`src/rtl/axis_egress_pkg.sv`:
```
// ============================================================
// axis_egress_pkg: shared types and helpers for the AXI-Stream egress FIFO.
// Revision: 1.0
// ============================================================
`default_nettype none

package axis_egress_pkg;

  typedef enum logic [0:0] {
    PASS    = 1'b0,
    DISCARD = 1'b1
  } egress_state_t;

  // Saturating increment; the caller passes its counter's all-ones value as max.
  function automatic logic [63:0] sat_inc(input logic [63:0] cnt, input logic [63:0] max);
    return (cnt >= max) ? cnt : cnt + 64'd1;
  endfunction

endpackage

`default_nettype wire

```
`src/rtl/axis_sdp_ram.sv`:
```
// ============================================================
// axis_sdp_ram: simple dual-port storage, one synchronous write, one async read.
// Revision: 1.0
// ============================================================
`default_nettype none

module axis_sdp_ram #(
  parameter int WIDTH = 66,
  parameter int DEPTH = 16
) (
  input  logic                     clk,
  input  logic                     we_i,
  input  logic [$clog2(DEPTH)-1:0] waddr_i,
  input  logic [WIDTH-1:0]         wdata_i,
  input  logic [$clog2(DEPTH)-1:0] raddr_i,
  output logic [WIDTH-1:0]         rdata_o
);

  logic [WIDTH-1:0] mem_q [DEPTH];

  always_ff @(posedge clk) begin
    if (we_i) begin
      mem_q[waddr_i] <= wdata_i;
    end
  end

  assign rdata_o = mem_q[raddr_i];

endmodule

`default_nettype wire

```
`src/rtl/axis_egress_fifo.sv`:
```
// ============================================================
// axis_egress_fifo: DEPTH-entry AXI-Stream egress buffer, cut-through or
// store-and-forward with drop of bad/oversize frames. Revision: 1.0
// ============================================================
`default_nettype none

module axis_egress_fifo
  import axis_egress_pkg::*;
#(
  parameter int DATA_WIDTH = 64,
  parameter int USER_WIDTH = 1,
  parameter int DEPTH      = 16,
  parameter int PKT_MODE   = 0,
  parameter int CNT_WIDTH  = 16
) (
  input  logic                       clk,
  input  logic                       rst,
  input  logic [DATA_WIDTH-1:0]      s_tdata,
  input  logic                       s_tvalid,
  output logic                       s_tready,
  input  logic                       s_tlast,
  input  logic [USER_WIDTH-1:0]      s_tuser,
  output logic [DATA_WIDTH-1:0]      m_tdata,
  output logic                       m_tvalid,
  input  logic                       m_tready,
  output logic                       m_tlast,
  output logic [USER_WIDTH-1:0]      m_tuser,
  output logic [$clog2(DEPTH):0]     fill_level,
  output logic [CNT_WIDTH-1:0]       drop_count,
  output logic                       drop_pulse
);

  localparam int c_ADDR_W  = $clog2(DEPTH);
  localparam int c_PTR_W   = c_ADDR_W + 1;
  localparam int c_ENTRY_W = DATA_WIDTH + USER_WIDTH + 1;
  localparam logic [CNT_WIDTH-1:0] c_CNT_MAX = '1;

  logic [c_PTR_W-1:0]   wr_ptr_q, wr_ptr_d;
  logic [c_PTR_W-1:0]   commit_ptr_q, commit_ptr_d;
  logic [c_PTR_W-1:0]   rd_ptr_q, rd_ptr_d;
  egress_state_t        state_q, state_d;
  logic [CNT_WIDTH-1:0] drop_count_q, drop_count_d;
  logic                 drop_pulse_q, drop_pulse_d;

  logic [c_PTR_W-1:0]   w_used;
  logic                 w_full;
  logic                 w_avail;
  logic                 w_wr_en;
  logic                 w_rd_en;
  logic                 w_mem_we;
  logic [c_ENTRY_W-1:0] w_rd_entry;

  assign w_used   = wr_ptr_q - rd_ptr_q;
  assign w_full   = (w_used == c_PTR_W'(DEPTH));
  assign w_avail  = (commit_ptr_q != rd_ptr_q);

  // Ready is a function of local state only, never of m_tready.
  assign s_tready = !rst && ((state_q == DISCARD) || !w_full);
  assign m_tvalid = !rst && w_avail;
  assign w_wr_en  = s_tvalid && s_tready;
  assign w_rd_en  = m_tvalid && m_tready;

  always_comb begin
    wr_ptr_d     = wr_ptr_q;
    commit_ptr_d = commit_ptr_q;
    rd_ptr_d     = rd_ptr_q + c_PTR_W'(w_rd_en);
    state_d      = state_q;
    drop_count_d = drop_count_q;
    drop_pulse_d = 1'b0;
    w_mem_we     = 1'b0;

    if (PKT_MODE == 0) begin
      if (w_wr_en) begin
        w_mem_we     = 1'b1;
        wr_ptr_d     = wr_ptr_q + 1'b1;
        commit_ptr_d = wr_ptr_q + 1'b1;
      end
    end else begin
      case (state_q)
        PASS: begin
          if (w_wr_en) begin
            w_mem_we = 1'b1;
            wr_ptr_d = wr_ptr_q + 1'b1;
            if (s_tlast) begin
              if (s_tuser[0]) begin
                wr_ptr_d     = commit_ptr_q;
                drop_pulse_d = 1'b1;
                drop_count_d = CNT_WIDTH'(sat_inc(64'(drop_count_q), 64'(c_CNT_MAX)));
              end else begin
                commit_ptr_d = wr_ptr_q + 1'b1;
              end
            end
          end else if (w_full && !w_avail) begin
            // Buffer holds only the open frame and it still has no tlast: it cannot fit.
            state_d      = DISCARD;
            wr_ptr_d     = commit_ptr_q;
            drop_pulse_d = 1'b1;
            drop_count_d = CNT_WIDTH'(sat_inc(64'(drop_count_q), 64'(c_CNT_MAX)));
          end
        end
        DISCARD: begin
          if (w_wr_en && s_tlast) begin
            state_d = PASS;
          end
        end
        default: state_d = PASS;
      endcase
    end
  end

  always_ff @(posedge clk or posedge rst) begin
    if (rst) begin
      wr_ptr_q     <= '0;
      commit_ptr_q <= '0;
      rd_ptr_q     <= '0;
      state_q      <= PASS;
      drop_count_q <= '0;
      drop_pulse_q <= 1'b0;
    end else begin
      wr_ptr_q     <= wr_ptr_d;
      commit_ptr_q <= commit_ptr_d;
      rd_ptr_q     <= rd_ptr_d;
      state_q      <= state_d;
      drop_count_q <= drop_count_d;
      drop_pulse_q <= drop_pulse_d;
    end
  end

  axis_sdp_ram #(
    .WIDTH(c_ENTRY_W),
    .DEPTH(DEPTH)
  ) u_ram (
    .clk    (clk),
    .we_i   (w_mem_we),
    .waddr_i(wr_ptr_q[c_ADDR_W-1:0]),
    .wdata_i({s_tuser, s_tlast, s_tdata}),
    .raddr_i(rd_ptr_q[c_ADDR_W-1:0]),
    .rdata_o(w_rd_entry)
  );

  assign m_tdata    = w_rd_entry[DATA_WIDTH-1:0];
  assign m_tlast    = w_rd_entry[DATA_WIDTH];
  assign m_tuser    = w_rd_entry[c_ENTRY_W-1:DATA_WIDTH+1];
  assign fill_level = w_used;
  assign drop_count = drop_count_q;
  assign drop_pulse = drop_pulse_q;

endmodule

`default_nettype wire

```
`config.mk`:
```
export PLATFORM = sky130hd
export DESIGN_NAME = axis_egress_fifo
export DESIGN_NICKNAME = d
export VERILOG_FILES = /design/src/rtl/axis_egress_pkg.sv /design/src/rtl/axis_sdp_ram.sv /design/src/rtl/axis_egress_fifo.sv
export SDC_FILE = /design/constraint.sdc
export NUM_CORES = 1
export LEC_CHECK = 0
export ABC_CLOCK_PERIOD_IN_PS = 21300
export CORE_MARGIN = 4
export CORE_UTILIZATION = 50
export DETAILED_ROUTE_END_ITERATION = 8
export GPL_ROUTABILITY_DRIVEN = 0
export PLACE_DENSITY = 0.68
export SYNTH_ARGS = -nofsm -noshare
export SYNTH_HDL_FRONTEND = slang
export SYNTH_SLANG_ARGS = --single-unit
export TNS_END_PERCENT = 100
```
`constraint.sdc`:
```
create_clock -name clk -period 21.3 [get_ports clk]
set_input_delay 2.13 -clock clk [delete_from_list [all_inputs] [get_ports clk]]
set_output_delay 2.13 -clock clk [all_outputs]
set_load 0.01 [all_outputs]
```
==> reports/results.ini, run 1 <==
[status]
outcome=finished, final reports clean

[clock_tree]
worstSkewPairLatency_ps=640
cts_sinks=1066
cts_setup_buffers=0
cts_buffers=105
cts_root_buffer=clkbuf_16
cts_htree_levels=3
hold_buffers=0
postCtsResizedCells=0
clk_pin_slew_ps=60
clockBufferDepth=3
cts_tree=done

[yosys]
synthDistinctLibCells=33
yosys_register_bits=1066
synth_cells=1563
synth.most_common_cell=edfxtp_1
synth_top_flop_cell=edfxtp_1
yosysWarnings=0
async_reset_ff_share_pct=0.938
yosys-top-cells-count=edfxtp_1 (1056), mux4_2 (330), clkbuf_1 (42), buf_2 (31), buf_4 (17)
synth_top_cell_by_area=edfxtp_1
syn_area_mm2=0.0404
synth-edff-count=1056
yosysSeqAreaShare_pct=79.1
synth_top_area_share_pct=78.5
ys_top_cells_by_area=edfxtp_1 (78%), mux4_2 (18%), dfrtp_1 (0.62%)
postSynthAreaPerCell_um2=25.9

[setup_path]
arrival_ps=4900
startpoint_type=flop
worst_setup_path_end_kind=output pin
cp_max_fo=53
critPathLaunch=rd_ptr_q[0]$_DFF_PP0_
r2r-start=rd_ptr_q[2]$_DFF_PP0_
crit_type=flop to output pin
critical_path_required_ps=19170

[min_path]
hold_path_class=flop to flop
hold_start=commit_ptr_q[4]$_DFFE_PP0P_

[sta]
setup_viol=0
timing.final.crit_share_pct=33.0
fin_setup_tns_ps=0
tightest_slew_ps=1110
grt_setup_unrepaired=false
skew_ps=16.1
maxSlewHeadroom_pct=26.3
fin_crit_ps=7030
max_freq_mhz=142
drv_slew=0
hold_violations=0

[floorplan]
dieArea_mm2=0.0855
die_h_um=292
core_area_mm2=0.0803
die_w_um=292
placementRows=104
start_util_pct=50.3
boundaryPins=160

[power_and_ir_drop]
p_per_area_mw_per_mm2=130
clockPowerShare_pct=29.1
leakagePower_nw=14.4
p_comb_share_pct=29.2
internal_power_mw=4.39
p_sw_mw=1.63
sw_frac_of_total_pct=27.1
seqPwrFrac_pct=41.7
ir_drop_mv=0.0787

[cells_and_area]
fin_nets=1845
syn_to_final_growth_pct=14.8
drive_gt1_share_pct=28.6
fin_util_pct=57.8

[global_route]
grt_max_degree=101
antenna_found_initial=6
grt_use_total_pct=20.0
grt_pass1_vias=18491
grt-ovfl-total=0
grt_first_pass_wirelength_um=125000

[detailed_routing]
ant_nets=0
drt_wl_total_um=85300
vias_per_cell=5.97
wl_per_cell_um=29.3
num_vias=17369
drc=0
firstDrtPassIters=5
drt_iter0_drc=1786

[placed_design]
place_hpwl_um=41200
port_buffers=142

[flow_run]
maxCapViolations=0

-- worst paths after layout --
path / depth (start not counted) / slack, ps / endpoint
setup / recovery: 5 / 14270 / m_tdata[3]
hold / removal: 1 / 480 / commit_ptr_q[4]$_DFFE_PP0P_
setup reg to reg: 8 / 16450 / u_ram.mem_q[1][48]$_DFFE_PP_
hold reg to reg: 1 / 480 / commit_ptr_q[4]$_DFFE_PP0P_
max in group asynchronous: 2 / 18980 / rd_ptr_q[3]$_DFF_PP0_
min in group asynchronous: 2 / 1970 / commit_ptr_q[1]$_DFFE_PP0P_
-- cell families after synthesis --
group	Yosys count	synth area share, %
AOI/OAI and AO/OA	5	0.124
xor gates and xnor gates	9	0.195
adders and majority gates	11	0.359
buffers and inverters	101	1.21
DFF	1066	79.1
muxes	331	18.4
other	1	0.00928
and+or+nand+nor	39	0.604
-- final cells by class --
| type | instances | area, um^2 |
|---|---|---|
| antenna | 3 | 7.51 |
| clock buffer | 130 | 2830 |
| clock inverter | 61 | 448 |
| fill | 5590 | 33900 |
| inverter | 8 | 35.0 |
| multi-input combinational | 412 | 8120 |
| sequential | 1066 | 32000 |
| tap | 1060 | 1330 |
| timing repair buffer | 171 | 1650 |
-- worst max-delay path, stage by stage (launching register included) --
cell and delay [ps]:
dfrtp_4 760, buf_4 810, buf_4 920, mux4_2 600
mux4_2 530, clkdlybuf4s50_1 510
-- layer usage --
metal  GRT usage [%]  share of wire, %
met1            27.5                40
met2            34.1                52
met3            3.56               6.1
met4            4.68               2.0
met5               0             0.042
-- cell usage in the layout (no fill, tap or decap), types with 2 or more instances in the layout --
cell,n
nor2b_1,2
conb_1,17
inv_1,7
and3_4,12
nand4_1,2
edfxtp_1,1056
clkbuf_1,20
a21oi_1,2
ha_1,10
clkdlybuf4s50_1,142
clkinv_2,26
clkinv_1,25
nand3_1,4
diode_2,3
and2_1,3
buf_4,28
nor2_1,5
clkbuf_16,110
bufinv_16,6
dfrtp_4,3
xnor2_1,4
mux4_2,330
dfrtp_1,7
xor2_1,5
nor2b_4,2
-- state kept, by name, indices dropped and copies added (netlist names) --
name,flops
commit_ptr_q,5
u_ram.mem_q,1056
rd_ptr_q,5
-- per-stage QoR --
stage               area (um^2)  total power [mW]  instances  worst slack, ps  hold WS, ps
global placement          43100              4.33       2717            14820          475
finish                    46400              6.01       2911            14270          483
detailed placement        43100              4.35       2717            14790          476
floorplan                 40500              3.68       1579            13680          460
CTS                       46400              6.10       2908            14080          488
global route              46400              6.27       2908            13810          502
-- power by group through the flow --
| stage | registers, mW | clock network [mW] | logic (mW) |
|---|---|---|---|
| after CTS | 2.51 | 1.78 | 1.80 |
| final | 2.51 | 1.75 | 1.75 |
| after floorplan | 2.50 | 0 | 1.17 |
| after detailed placement | 2.55 | 0 | 1.79 |
| after global routing | 2.52 | 1.88 | 1.87 |
| after global placement | 2.55 | 0 | 1.78 |
Note: power is estimated with default switching activity, not from simulation.
==> inputs of run 2 (changes only) <==
--- a/config.mk
+++ b/config.mk
@@ -5,7 +5,7 @@
 export SDC_FILE = /design/constraint.sdc
 export NUM_CORES = 1
 export LEC_CHECK = 0
-export ABC_CLOCK_PERIOD_IN_PS = 21300
+export ABC_CLOCK_PERIOD_IN_PS = 6900
 export CORE_MARGIN = 4
 export CORE_UTILIZATION = 50
 export DETAILED_ROUTE_END_ITERATION = 8
==> constraint.sdc (replaced) <==
create_clock -name clk -period 6.9 [get_ports clk]
set_input_delay 0.69 -clock clk [delete_from_list [all_inputs] [get_ports clk]]
set_output_delay 0.69 -clock clk [all_outputs]
set_load 0.01 [all_outputs]
==> reports/results.ini, run 2 (synthesis results as in run 1) <==
[sta]
maxSlewHeadroom_pct=21.2  ; -5.2 points
fin_setup_tns_ps=0  ; unchanged
fin_crit_ps=5010
tightest_slew_ps=1180  ; +74.8 ps
setup_viol=0  ; unchanged
worst_slack_ps=1890  ; -12380 ps
grt_setup_unrepaired=false
timing.final.crit_share_pct=72.7
drv_slew=0  ; unchanged
skew_ps=24.3  ; +8.20 ps
max_freq_mhz=199
hold_violations=0  ; unchanged

[clock_tree]
cts_buffers=105  ; unchanged
worstSkewPairLatency_ps=660  ; +20 ps
cts_sinks=1066  ; unchanged
cts_setup_buffers=0  ; unchanged
cts_root_buffer=clkbuf_16
cts_tree=done
postCtsResizedCells=0  ; unchanged
clk_pin_slew_ps=60  ; about the same
cts_htree_levels=3  ; unchanged
hold_buffers=0  ; unchanged
clockBufferDepth=3  ; unchanged

[cells_and_area]
fin_nets=1849  ; +0.22%
largest_reg_flops=1056  ; unchanged
drive_gt1_share_pct=28.8  ; +0.16 points
reg.largest.list=u_ram.mem_q x1056, commit_ptr_q x5, rd_ptr_q x5
mostFrequentLayoutCells=edfxtp_1 (1056), mux4_2 (330), clkdlybuf4s50_1 (142), clkbuf_16 (106), clkinv_1 (33)
fin_util_pct=58.0  ; +0.21 points
syn_to_final_growth_pct=15.2
final_common_cell=edfxtp_1
top_register=u_ram.mem_q

[placed_design]
port_buffers=142  ; unchanged
place_ws_ps=2280  ; -12510 ps
place_hpwl_um=43600  ; +5.9%

[power_and_ir_drop]
p_per_area_mw_per_mm2=404  ; +210%
design_power_total_mw=18.8  ; +210%
leakagePower_nw=14.4  ; +0.31%
ir_drop_mv=0.345  ; +340%

[global_route]
grt_use_total_pct=19.9  ; -0.13 points
grt-ovfl-total=0  ; unchanged
antenna_found_initial=8  ; +2
grt_pass1_vias=18511  ; +0.11%
grt_max_degree=163  ; +61%
grt_first_pass_wirelength_um=125000  ; +0.29%

[setup_path]
r2r_slack_ps=2300  ; -14150 ps
critPathLaunch=rd_ptr_q[0]$_DFF_PP0_
cp_max_fo=44  ; -17%
worst-path-buf-inv=3  ; unchanged
critical_path_required_ps=6210  ; -12960 ps
arrival_ps=4320  ; -580 ps
crit_type=flop to output pin
slowest_stage=buf_4
r2r-start=rd_ptr_q[1]$_DFF_PP0_
slowest_delay_ps=830  ; -90 ps
startpoint_type=flop
crit_chain=buf_4 > buf_4 > mux4_2 > mux4_2 > clkdlybuf4s50_1
critical-path-top-delay-family=buffers and inverters
worstReg2RegEnd=u_ram.mem_q[14][54]$_DFFE_PP_
worst_setup_path_end_kind=output pin
r2r_cells=8  ; unchanged

[floorplan]
die_h_um=292  ; unchanged
die_w_um=292  ; unchanged
placementRows=104  ; unchanged
start_util_pct=50.3  ; unchanged
dieArea_mm2=0.0855  ; unchanged
core_area_mm2=0.0803  ; unchanged
boundaryPins=160  ; unchanged

[detailed_routing]
drc=0  ; unchanged
num_vias=17534  ; +0.95%
drt_iter0_drc=1875  ; +5.0%
firstDrtPassIters=5  ; unchanged
wl_per_cell_um=28.8  ; -1.9%
route.met3.wl_um=5790  ; +11%
wl_met2_um=42300  ; -4.3%
ant_nets=0  ; unchanged
drt_wl_total_um=84000  ; -1.5%
vias_per_cell=6.00  ; +0.60%
wl_met1_um=34200  ; +0.19%
dr.max_layer_used=met5

[flow_run]
maxCapViolations=0  ; unchanged

[min_path]
hold_path_class=flop to flop
min_to=commit_ptr_q[4]$_DFFE_PP0P_
hold_start=commit_ptr_q[4]$_DFFE_PP0P_
hold-path-cell-count=1  ; unchanged

[status]
outcome=finished, final reports clean

==> run 2: final cells by class <==
type | instances | area, um^2
clock buffers | 120 | 2710
fillers | 5595 | 33700
clock inverters | 74 | 681
well taps | 1060 | 1330
repair buffers | 175 | 1690
diodes | 6 | 15.0
multi-input cells | 412 | 8120
inverters | 8 | 35.0
flip-flops and latches | 1066 | 32000
==> run 2: worst max-delay path by stage <==
stage / to / slack, ps / cells past startpoint
final: m_tdata[50] / 1890 / 5
after detailed placement: u_ram.mem_q[14][0]$_DFFE_PP_ / 2280 / 8
after global routing: m_tdata[50] / 1570 / 5
after CTS: m_tdata[50] / 1740 / 5
after global placement: u_ram.mem_q[14][62]$_DFFE_PP_ / 2360 / 8
after floorplan: u_ram.mem_q[11][0]$_DFFE_PP_ / 890 / 10
==> run 2: metrics by stage <==
step | cell area (um^2) | hold slack, ps | cells
finish | 46600 | 487 | 2921
global route | 46500 | 513 | 2917
CTS | 46500 | 489 | 2915
detailed placement | 43200 | 481 | 2721
global placement | 43200 | 476 | 2721
floorplan | 40500 | 460 | 1579
==> run 2: per-layer routing <==
metal	GRT usage, %	vias up
met2	32.4	645
met4	4.57	4
met3	4.24	134
li1	-	7236
met1	28.3	9515
met5	0	-
==> run 2: power by group <==
part	leakage [nW]	switching [mW]	total (mW)	internal, mW
sequential	9.63	0.189	7.70	7.51
clock	1.64	2.33	5.55	3.22
combinational	3.18	2.62	5.56	2.94
total	14.4	5.14	18.8	13.7
